File: config.mk
export PLATFORM = sky130hd
export DESIGN_NAME = seq_divider_flat
export DESIGN_NICKNAME = d
export VERILOG_FILES = /design/src/rtl/riscv_m_pkg.sv /design/src/rtl/seq_divider_if.sv /design/src/rtl/seq_divider_div_step.sv /design/src/rtl/seq_divider.sv /design/src/flat_wrapper.sv
export SDC_FILE = /design/constraint.sdc
export NUM_CORES = 1
export LEC_CHECK = 0
export BUFFER_PORTS_ARGS = -buffer_cell sky130_fd_sc_hd__buf_2
export CAP_MARGIN = 20
export CORE_MARGIN = 2
export CORE_UTILIZATION = 56
export CTS_CLUSTER_SIZE = 14
export DETAILED_ROUTE_END_ITERATION = 16
export PLACE_DENSITY = 0.79
export SLEW_MARGIN = 20
export SYNTH_ARGS = -nofsm -noshare
export SYNTH_HDL_FRONTEND = slang
export SYNTH_HIERARCHICAL = 1
export SYNTH_SLANG_ARGS = --single-unit
File: constraint.sdc
create_clock -name clk -period 4.69 [get_ports clk]
set_input_delay 0.7035 -clock clk [delete_from_list [all_inputs] [get_ports clk]]
set_output_delay 0.7035 -clock clk [all_outputs]
set_load 0.005 [all_outputs]
File: src/rtl/riscv_m_pkg.sv
// Shared definitions for the M-extension divider: operand width, op codes and FSM encoding.
package riscv_m_pkg;

   localparam int XLEN  = 32;
   localparam int CNT_W = 5;

   localparam logic [3:0] OP_DIVU = 4'd4;
   localparam logic [3:0] OP_REMU = 4'd5;
   localparam logic [3:0] OP_DIV  = 4'd6;
   localparam logic [3:0] OP_REM  = 4'd7;

   typedef enum logic [1:0] {
      IDLE = 2'd0,
      CALC = 2'd1,
      FIX  = 2'd2,
      DONE = 2'd3
   } state_t;

   function automatic logic [XLEN-1:0] magnitude(input logic [XLEN-1:0] v,
                                                 input logic            is_signed);
      return (is_signed && v[XLEN-1]) ? (~v + 1'b1) : v;
   endfunction

endpackage

File: src/rtl/seq_divider_if.sv
// Start/done handshake between the EX-stage stall logic and the divider.
interface seq_divider_if;
   import riscv_m_pkg::*;

   logic            start;
   logic            kill;
   logic [3:0]      op;
   logic [XLEN-1:0] in1;
   logic [XLEN-1:0] in2;
   logic            busy;
   logic            done;
   logic [XLEN-1:0] result;

   modport master (output start, kill, op, in1, in2,
                   input  busy, done, result);

   modport slave  (input  start, kill, op, in1, in2,
                   output busy, done, result);

endinterface

File: src/rtl/seq_divider_div_step.sv
// One restoring-division iteration: shift {rem,quo} left and subtract the divisor if it fits.
module div_step
   import riscv_m_pkg::*;
(
   input  logic [XLEN-1:0] rem_i,
   input  logic [XLEN-1:0] quo_i,
   input  logic [XLEN-1:0] divisor_i,
   output logic [XLEN-1:0] rem_o,
   output logic [XLEN-1:0] quo_o
);

   logic [XLEN:0] shifted;
   logic [XLEN:0] trial;

   assign shifted = {rem_i, quo_i[XLEN-1]};
   assign trial   = shifted - {1'b0, divisor_i};

   // A clear sign bit means the divisor fit; the restored remainder always fits XLEN bits.
   always_comb begin
      if (!trial[XLEN]) begin
         rem_o = trial[XLEN-1:0];
         quo_o = {quo_i[XLEN-2:0], 1'b1};
      end else begin
         rem_o = shifted[XLEN-1:0];
         quo_o = {quo_i[XLEN-2:0], 1'b0};
      end
   end

endmodule

File: src/rtl/seq_divider.sv
// Multi-cycle radix-2 restoring divider for DIV/DIVU/REM/REMU with start/done handshake and flush.
// state | meaning
// IDLE  | waiting for start; done pulses here for one cycle after DONE
// CALC  | 32 restoring iterations on operand magnitudes, cnt 0..31
// FIX   | apply quotient/remainder sign, commit result
// DONE  | result committed; busy still high, start ignored
module seq_divider
   import riscv_m_pkg::*;
(
   input  logic        clk,
   input  logic        rst,
   seq_divider_if.slave bus
);

   state_t            state_q, state_d;
   logic [CNT_W-1:0]  cnt_q;
   logic [XLEN-1:0]   rem_q, quo_q, dvs_q, result_q;
   logic              sel_rem_q, neg_quo_q, neg_rem_q;
   logic              busy_q, done_q;

   logic              op_signed, op_legal, op_ovf, op_special;
   logic [XLEN-1:0]   special_res;
   logic [XLEN-1:0]   step_rem, step_quo, fix_quo, fix_rem, fix_res;

   assign op_legal  = (bus.op[3:2] == 2'b01);
   assign op_signed = (bus.op == OP_DIV) || (bus.op == OP_REM);
   assign op_ovf    = op_signed && (bus.in1 == {1'b1, {(XLEN-1){1'b0}}}) && (bus.in2 == '1);
   assign op_special = !op_legal || (bus.in2 == '0) || op_ovf;

   always_comb begin
      special_res = '0;
      if (op_legal) begin
         if (bus.in2 == '0)
            special_res = bus.op[0] ? bus.in1 : '1;
         else if (op_ovf)
            special_res = bus.op[0] ? '0 : {1'b1, {(XLEN-1){1'b0}}};
      end
   end

   div_step u_step (
      .rem_i     (rem_q),
      .quo_i     (quo_q),
      .divisor_i (dvs_q),
      .rem_o     (step_rem),
      .quo_o     (step_quo)
   );

   assign fix_quo = neg_quo_q ? (~quo_q + 1'b1) : quo_q;
   assign fix_rem = neg_rem_q ? (~rem_q + 1'b1) : rem_q;
   assign fix_res = sel_rem_q ? fix_rem : fix_quo;

   // kill overrides everything except the DONE cycle, which returns to IDLE regardless.
   always_comb begin
      state_d = state_q;
      if (bus.kill) begin
         state_d = IDLE;
      end else begin
         case (state_q)
            IDLE:    if (bus.start) state_d = op_special ? DONE : CALC;
            CALC:    if (cnt_q == {CNT_W{1'b1}}) state_d = FIX;
            FIX:     state_d = DONE;
            DONE:    state_d = IDLE;
            default: state_d = IDLE;
         endcase
      end
   end

   always_ff @(posedge clk or posedge rst) begin
      if (rst) begin
         state_q   <= IDLE;
         cnt_q     <= '0;
         rem_q     <= '0;
         quo_q     <= '0;
         dvs_q     <= '0;
         result_q  <= '0;
         sel_rem_q <= 1'b0;
         neg_quo_q <= 1'b0;
         neg_rem_q <= 1'b0;
         busy_q    <= 1'b0;
         done_q    <= 1'b0;
      end else begin
         state_q <= state_d;
         busy_q  <= (state_d != IDLE);
         done_q  <= (state_q == DONE);
         case (state_q)
            IDLE: begin
               if (bus.start && !bus.kill) begin
                  cnt_q     <= '0;
                  rem_q     <= '0;
                  quo_q     <= magnitude(bus.in1, op_signed);
                  dvs_q     <= magnitude(bus.in2, op_signed);
                  sel_rem_q <= bus.op[0];
                  neg_quo_q <= op_signed && (bus.in1[XLEN-1] ^ bus.in2[XLEN-1]);
                  neg_rem_q <= op_signed && bus.in1[XLEN-1];
                  if (op_special)
                     result_q <= special_res;
               end
            end
            CALC: begin
               rem_q <= step_rem;
               quo_q <= step_quo;
               cnt_q <= cnt_q + 1'b1;
            end
            FIX: begin
               if (state_d == DONE)
                  result_q <= fix_res;
            end
            default: ;
         endcase
      end
   end

   assign bus.busy   = busy_q;
   assign bus.done   = done_q;
   assign bus.result = result_q;

endmodule

File: src/flat_wrapper.sv
// flat-port wrapper written by rule: the top's interface ports become plain ports
module seq_divider_flat import riscv_m_pkg::*;
  (clk, rst, bus_start, bus_kill, bus_op, bus_in1, bus_in2, bus_busy, bus_done, bus_result);
  seq_divider_if bus_i ();
  input  logic clk;
  input  logic rst;
  input wire logic [$bits(bus_i.start)-1:0] bus_start;
  input wire logic [$bits(bus_i.kill)-1:0] bus_kill;
  input wire logic [$bits(bus_i.op)-1:0] bus_op;
  input wire logic [$bits(bus_i.in1)-1:0] bus_in1;
  input wire logic [$bits(bus_i.in2)-1:0] bus_in2;
  output wire logic [$bits(bus_i.busy)-1:0] bus_busy;
  output wire logic [$bits(bus_i.done)-1:0] bus_done;
  output wire logic [$bits(bus_i.result)-1:0] bus_result;
  assign bus_i.start = bus_start;
  assign bus_i.kill = bus_kill;
  assign bus_i.op = bus_op;
  assign bus_i.in1 = bus_in1;
  assign bus_i.in2 = bus_in2;
  assign bus_busy = bus_i.busy;
  assign bus_done = bus_i.done;
  assign bus_result = bus_i.result;
  seq_divider u_core (.clk(clk), .rst(rst), .bus(bus_i));
endmodule
# Word-level counts from Yosys, hierarchy flattened
# Cells that the tools add are included.
# op_classes
add_sub_neg	6
eq_ne	13
mux	27
bitwise_logic	5
n_reduce_logical	19
# op_table
cell	n
two-way mux 32 bit	16
one-hot mux 32 bit (2 select lines)	3
adder 32 x 1 -> 32 bit (second input constant)	4
NOT 32 bit	4
== test 32 bit (second input constant)	2
subtractor 33 x 32 -> 33 bit	1
zero test 32 bit	1
one-hot mux 5 bit (2 select lines)	1
== test 4 x 3 -> 1 bit (second input constant)	2
two-way mux 2 bit	4
one-hot mux 2 bit (4 select lines)	1
== test 2 bit (second input constant)	3
logical AND 1 bit	6
inequality test 2 x 1 -> 1 bit (second input constant)	3
nonzero test 2 bit	3
adder 5 x 1 -> 5 bit (second input constant)	1
== test 5 bit (second input constant)	1
two-way mux 5 bit	1
== test 2 x 1 -> 1 bit (second input constant)	2
AND reduction 2 bit	2
AND reduction 4 bit	1
logical OR 1 bit	3
zero test 1 bit	2
zero test 2 bit	1
2 further kinds	2
# word_totals
reg_bits	140
out_inout_bits	34
wordCells	81

# Logic depth before layout (Yosys ltp)
# logic_depth
ltp_word	12
depth_mapped	17
ltp_nobuf	15

# Hierarchy
# Netlist, hierarchy kept.
# by_module_without_submodules
module	instances	cells_each	area_per_inst_um2	seq_area_each_um2
seq_divider	1	1070	9185.1	3503.4
div_step	1	337	2590.0	0.0

# Worst setup path before layout
# No wires, ideal clock.
# synth_timing
path_kind	register to register
start	register u_core.quo_q[31]
end	register u_core.rem_q[13]
setup_time_ns	0.117
arrival_ns	3.239
t_required_ns	4.573
path_slack_ns	1.334
stages_incl_launch_ff	18
n_path_buf	2
cell_sequence	dfrtp_1 -> inv_1 -> ha_1 -> fa_1 -> and2b_1 -> o2111ai_2 -> a21oi_2 -> o2111ai_1 -> a211oi_2 -> nor2_4 -> mux2i_4 -> and2_4 -> buf_12 -> inv_8 -> buf_12 -> mux2_4 -> nand2_1 -> nand2_1
# synth_between
elab_chain_cells	3
# synth_rtl
element	line_no	source
start, declared	seq_divider.sv:17	logic [XLEN-1:0] rem_q, quo_q, dvs_q, result_q;
start signal, assigned	seq_divider.sv:90	quo_q <= magnitude(bus.in1, op_signed);
start signal, assigned	seq_divider.sv:101	quo_q <= step_quo;
subtractor 33 x 32 -> 33 bit	seq_divider_div_step.sv:16	assign trial = shifted - {1'b0, divisor_i};
two-way mux 32 bit	seq_divider_div_step.sv:20	if (!trial[XLEN]) begin
named net u_core.step_rem[13]	seq_divider.sv:23	logic [XLEN-1:0] step_rem, step_quo, fix_quo, fix_rem, fix_res;
one-hot mux 32 bit (2 select lines)	seq_divider.sv:85	case (state_q)
end signal, assigned	seq_divider.sv:100	rem_q <= step_rem;
end, declared	seq_divider.sv:17	
# The timed path passes the listed nets, and every way through them passes these cells.
# A chain may end at the register's enable or synchronous reset.

# Worst setup path after layout
# layout_timing
start	register u_core.quo_q[31]
end	register u_core.rem_q[14]
# Same word-level chain as after synthesis.

==> run_results.csv <==
group,metric,value,unit
run_status,status,"completed",
detailed_routing,routed_wl,32300,um
layout,n_antenna_cell,0,
power,share_comb_of_total_power,54.4,%
floorplanning,ioPinCount,106,
power,power_density,584,nW/um^2
sta,skew,0.00850,ns
worst_setup_path,cp.arrival,4.13,ns
worst_setup_path,timing.rr.start,"u_core/quo_q[31]",
cts,clock_path_buffers,2,
cts,hold_buffers,0,
detailed_routing,via_count,10900,
logic_synthesis,synth_top_cell_by_area,"dfrtp_1",
layout,postLayoutCoreUtil,60.6,%
detailed_routing,drc,0,
worst_setup_path,path_class,"register to register",
logic_synthesis,yosys-mux-area-fraction,6.38,%
worst_setup_path,cp.required,4.99,ns
detailed_routing,drt-initial-drc-count,1113,
floorplanning,rows,53,
sta,finalSetupViolCount,0,
floorplanning,die_area,22200,um^2
cts,ctsResizeCount,0,
logic_synthesis,synth_top_area_share,29.8,%
grt,antenna_found_initial,0,
layout,syn_to_final_growth,7.16,%
placement,dp_slack,0.769,ns
power,switchingPower,0.00324,W
logic_synthesis,syn-num-nets,1519,
logic_synthesis,synth_warnings,6,
logic_synthesis,synth_area,11800,um^2
detailed_routing,dr.max_layer_used,"met4",
floorplanning,start_util,56.5,%
cts,numCtsBuffers,17,
sta,layout_setup_ws,0.860,ns
detailed_routing,met1_length,13800,um
logic_synthesis,async_flop_share,100,%
worst_setup_path,startpoint_type,"register",
floorplanning,dieHeight,149,um
detailed_routing,met3_length,2680,um
logic_synthesis,synthCells,1407,
detailed_routing,viasPerCell,6.39,
logic_synthesis,synth-seq-area-share,29.8,%
grt,grt_pass1_vias,10200,
layout,fin_nets,1540,
sta,finalCritPeriodShare,81.7,%
worst_setup_path,r2r_setup_slack,0.86,ns
power,p_sw_share,43.9,%
worst_setup_path,reg2reg_to,"u_core/rem_q[14]",
logic_synthesis,synth-seq-cells,140,
detailed_routing,postRouteAntennaNets,0,
sta,min_period,3.83,ns
sta,maxSlewHeadroom,25.7,%
detailed_routing,wl_per_cell,18.9,um
cts,cts_tree,"yes",
placement,io_buffers,105,
power,irDropWorstVdd,259,uV
floorplanning,die_w,149,um
logic_synthesis,synthXorXnorAreaFrac,10.5,%
worst_setup_path,worstSetupEndpointType,"register",
logic_synthesis,ys_types,85,
layout,nFillCells,1846,
cts,cts.sinks,140,
detailed_routing,dr.pass1.iters,7,
power,p_leak,5.60,nW
cts,clk_latency,0.42,ns
worst_setup_path,crit_fanout,24,
logic_synthesis,synthAdderAreaFrac,4.31,%
floorplanning,coreArea,20800,um^2
sta,fmax,0.261,GHz
grt,grt_usage,29.2,%
logic_synthesis,avgSynthCellArea,8.37,um^2
worst_hold_path,hold_class,"primary input to async pin",
grt,grt_overflow,0,
logic_synthesis,synth_compound_area_share,20.1,%
sta,rsz0062_at_grt,"no",
cts,ctsHtreeMaxLevel,4,
sta,drv_slew,0,
sta,hold_viol,0,
placement,hpwl,23100,um
detailed_routing,met2_length,15000,um
cts,clk_pin_slew,0.06,ns
cts,clockRootBuffer,"clkbuf_16",
grt,grt_max_degree,80,
logic_synthesis,synth_area_leaders,"dfrtp_1 (30%), xor2_1 (6.3%), nand2_1 (5.0%)",
placement,place.gp.congestion,0.943,
power,power_frac_seq,29.4,%
cts,post_cts_buffers,0,
logic_synthesis,ys.flop_type,"dfrtp_1",
worst_setup_path,reg2reg_depth,15,
power,power_frac_clock,16.2,%
sta,setup_tns,0,ns
flow_run,cap_violations,0,
logic_synthesis,synth_edf_count,0,
sta,worst_pin_slew,1.10,ns
layout,drive_above_1_share,15.8,%
grt,grt_pass1_wl,52000,um
logic_synthesis,synth_top_family_by_area,"simple AND/OR/NAND/NOR gates",
power,p_int,0.00413,W
logic_synthesis,yosys.area_share.simple,21.4,%
-- cell type report --
class / count / area (um^2) / share of cell area (%)
Sequential cell: 140 / 3500 / 27.8
Inverter: 55 / 219 / 1.74
Timing Repair Buffer: 121 / 646 / 5.12
Tap cell: 275 / 344 / 2.73
Clock inverter: 8 / 50.0 / 0.397
Clock buffer: 19 / 453 / 3.59
Multi-Input combinational cell: 1093 / 7400 / 58.7
-- worst max-delay path by stage --
stage | from | endpoint | slack, ns | depth (start not counted)
after CTS | u_core/quo_q[31] | u_core/rem_q[15] | 0.87 | 15
final | u_core/quo_q[31] | u_core/rem_q[14] | 0.86 | 15
after floorplan | rst | u_core/bus.busy | 0.23 | 1
after detailed placement | bus_in2[0] | u_core/bus.result[11] | 0.77 | 10
after global placement | bus_in2[0] | u_core/bus.result[3] | 0.90 | 10
after global routing | u_core/quo_q[31] | u_core/rem_q[28] | 0.68 | 15
-- state kept, by name (all words and copies together) (netlist names), 2 cells and up --
signal and count:
u_core/quo_q 32, u_core/cnt_q 5, u_core/dvs_q 32, u_core/rem_q 32, u_core/bus.result 32, u_core/state_q 2
-- metrics by stage --
step | power [W] | area [um^2] | cells | hold WS (ns)
6_report | 0.00737 | 12600 | 1711 | 0.274
5_1_grt | 0.00788 | 12600 | 1711 | 0.303
4_1_cts | 0.00731 | 12600 | 1711 | 0.287
3_5_place_dp | 0.00607 | 12100 | 1684 | 0.469
3_3_place_gp | 0.00594 | 12100 | 1684 | 0.461
2_1_floorplan | 0.00549 | 11800 | 1407 | 0.449
-- logic make-up after synthesis --
kind of cell	after synthesis
fa+ha+maj	40
flops	140
simple gates	493
mux	62
buf+inv	174
xor+xnor	141
compound gates	357
-- worst max-delay path, stage by stage (launching register included) --
cell,delay (ns)
dfrtp_1,0.47
inv_1,0.08
ha_1,0.23
fa_1,0.40
and2b_1,0.24
o2111ai_2,0.13
a21oi_2,0.21
o2111ai_1,0.25
a211oi_2,0.35
nor2_4,0.10
mux2i_4,0.35
and2_4,0.32
inv_8,0.13
mux2_4,0.32
nand2_1,0.07
nand2_1,0.05
-- cell usage in the layout, fill, tap and decap left out, drive strengths merged, types with 12 or more instances in the layout --
master  netlist  final
xor2         85     85
a21o         17     17
o21ai       108    108
nand2       157    157
o31ai        40     40
o41ai        21     21
a21oi        72     72
xnor2        56     56
or4          17     17
inv          55     55
mux2i        25     25
clkbuf       57     19
dfrtp       140    140
or3          17     17
a221o        14     14
nor2         77     77
nand4        17     17
and3         13     13
buf          60    121
a31oi        20     20
nor3         27     27
nand3        55     55
nor4         34     34
mux2         37     37
o22ai        12     12
ha           39     39
nor2b        37     37
-- power groups by stage --
| stage | Sequential [W] | Combinational (W) | Clock (W) |
|---|---|---|---|
| after floorplan | 0.00198 | 0.00351 | 0 |
| after global placement | 0.00214 | 0.00380 | 0 |
| after detailed placement | 0.00216 | 0.00391 | 0 |
| after CTS | 0.00215 | 0.00395 | 0.00121 |
| after global routing | 0.00223 | 0.00439 | 0.00126 |
| final | 0.00217 | 0.00401 | 0.00120 |
-- routing by layer --
metal	global-route usage, %	vias to the layer above
met5	0	-
met1	39.6	5183
met4	8.71	0
met2	48.7	563
li1	-	5127
met3	4.13	64
-- cells in the mapped netlist (10+ instances only) --
| master | count |
|---|---|
| nand3_1 | 55 |
| a221o_1 | 14 |
| mux2_2 | 18 |
| nand2_1 | 157 |
| or4_1 | 17 |
| a21o_1 | 16 |
| xnor2_1 | 56 |
| nor2b_1 | 37 |
| mux2i_1 | 24 |
| mux2_4 | 19 |
| clkbuf_1 | 57 |
| dfrtp_1 | 140 |
| xor2_1 | 85 |
| or3_1 | 17 |
| buf_2 | 10 |
| inv_1 | 53 |
| nor4_1 | 33 |
| o41ai_1 | 16 |
| nand4_1 | 17 |
| o31ai_1 | 40 |
| nor3_1 | 27 |
| a21oi_1 | 70 |
| buf_4 | 34 |
| and3_1 | 12 |
| ha_1 | 39 |
| o21ai_0 | 108 |
| o22ai_1 | 12 |
| nor2_1 | 76 |
| a31oi_1 | 20 |
Power figures use the tool's default switching activity.
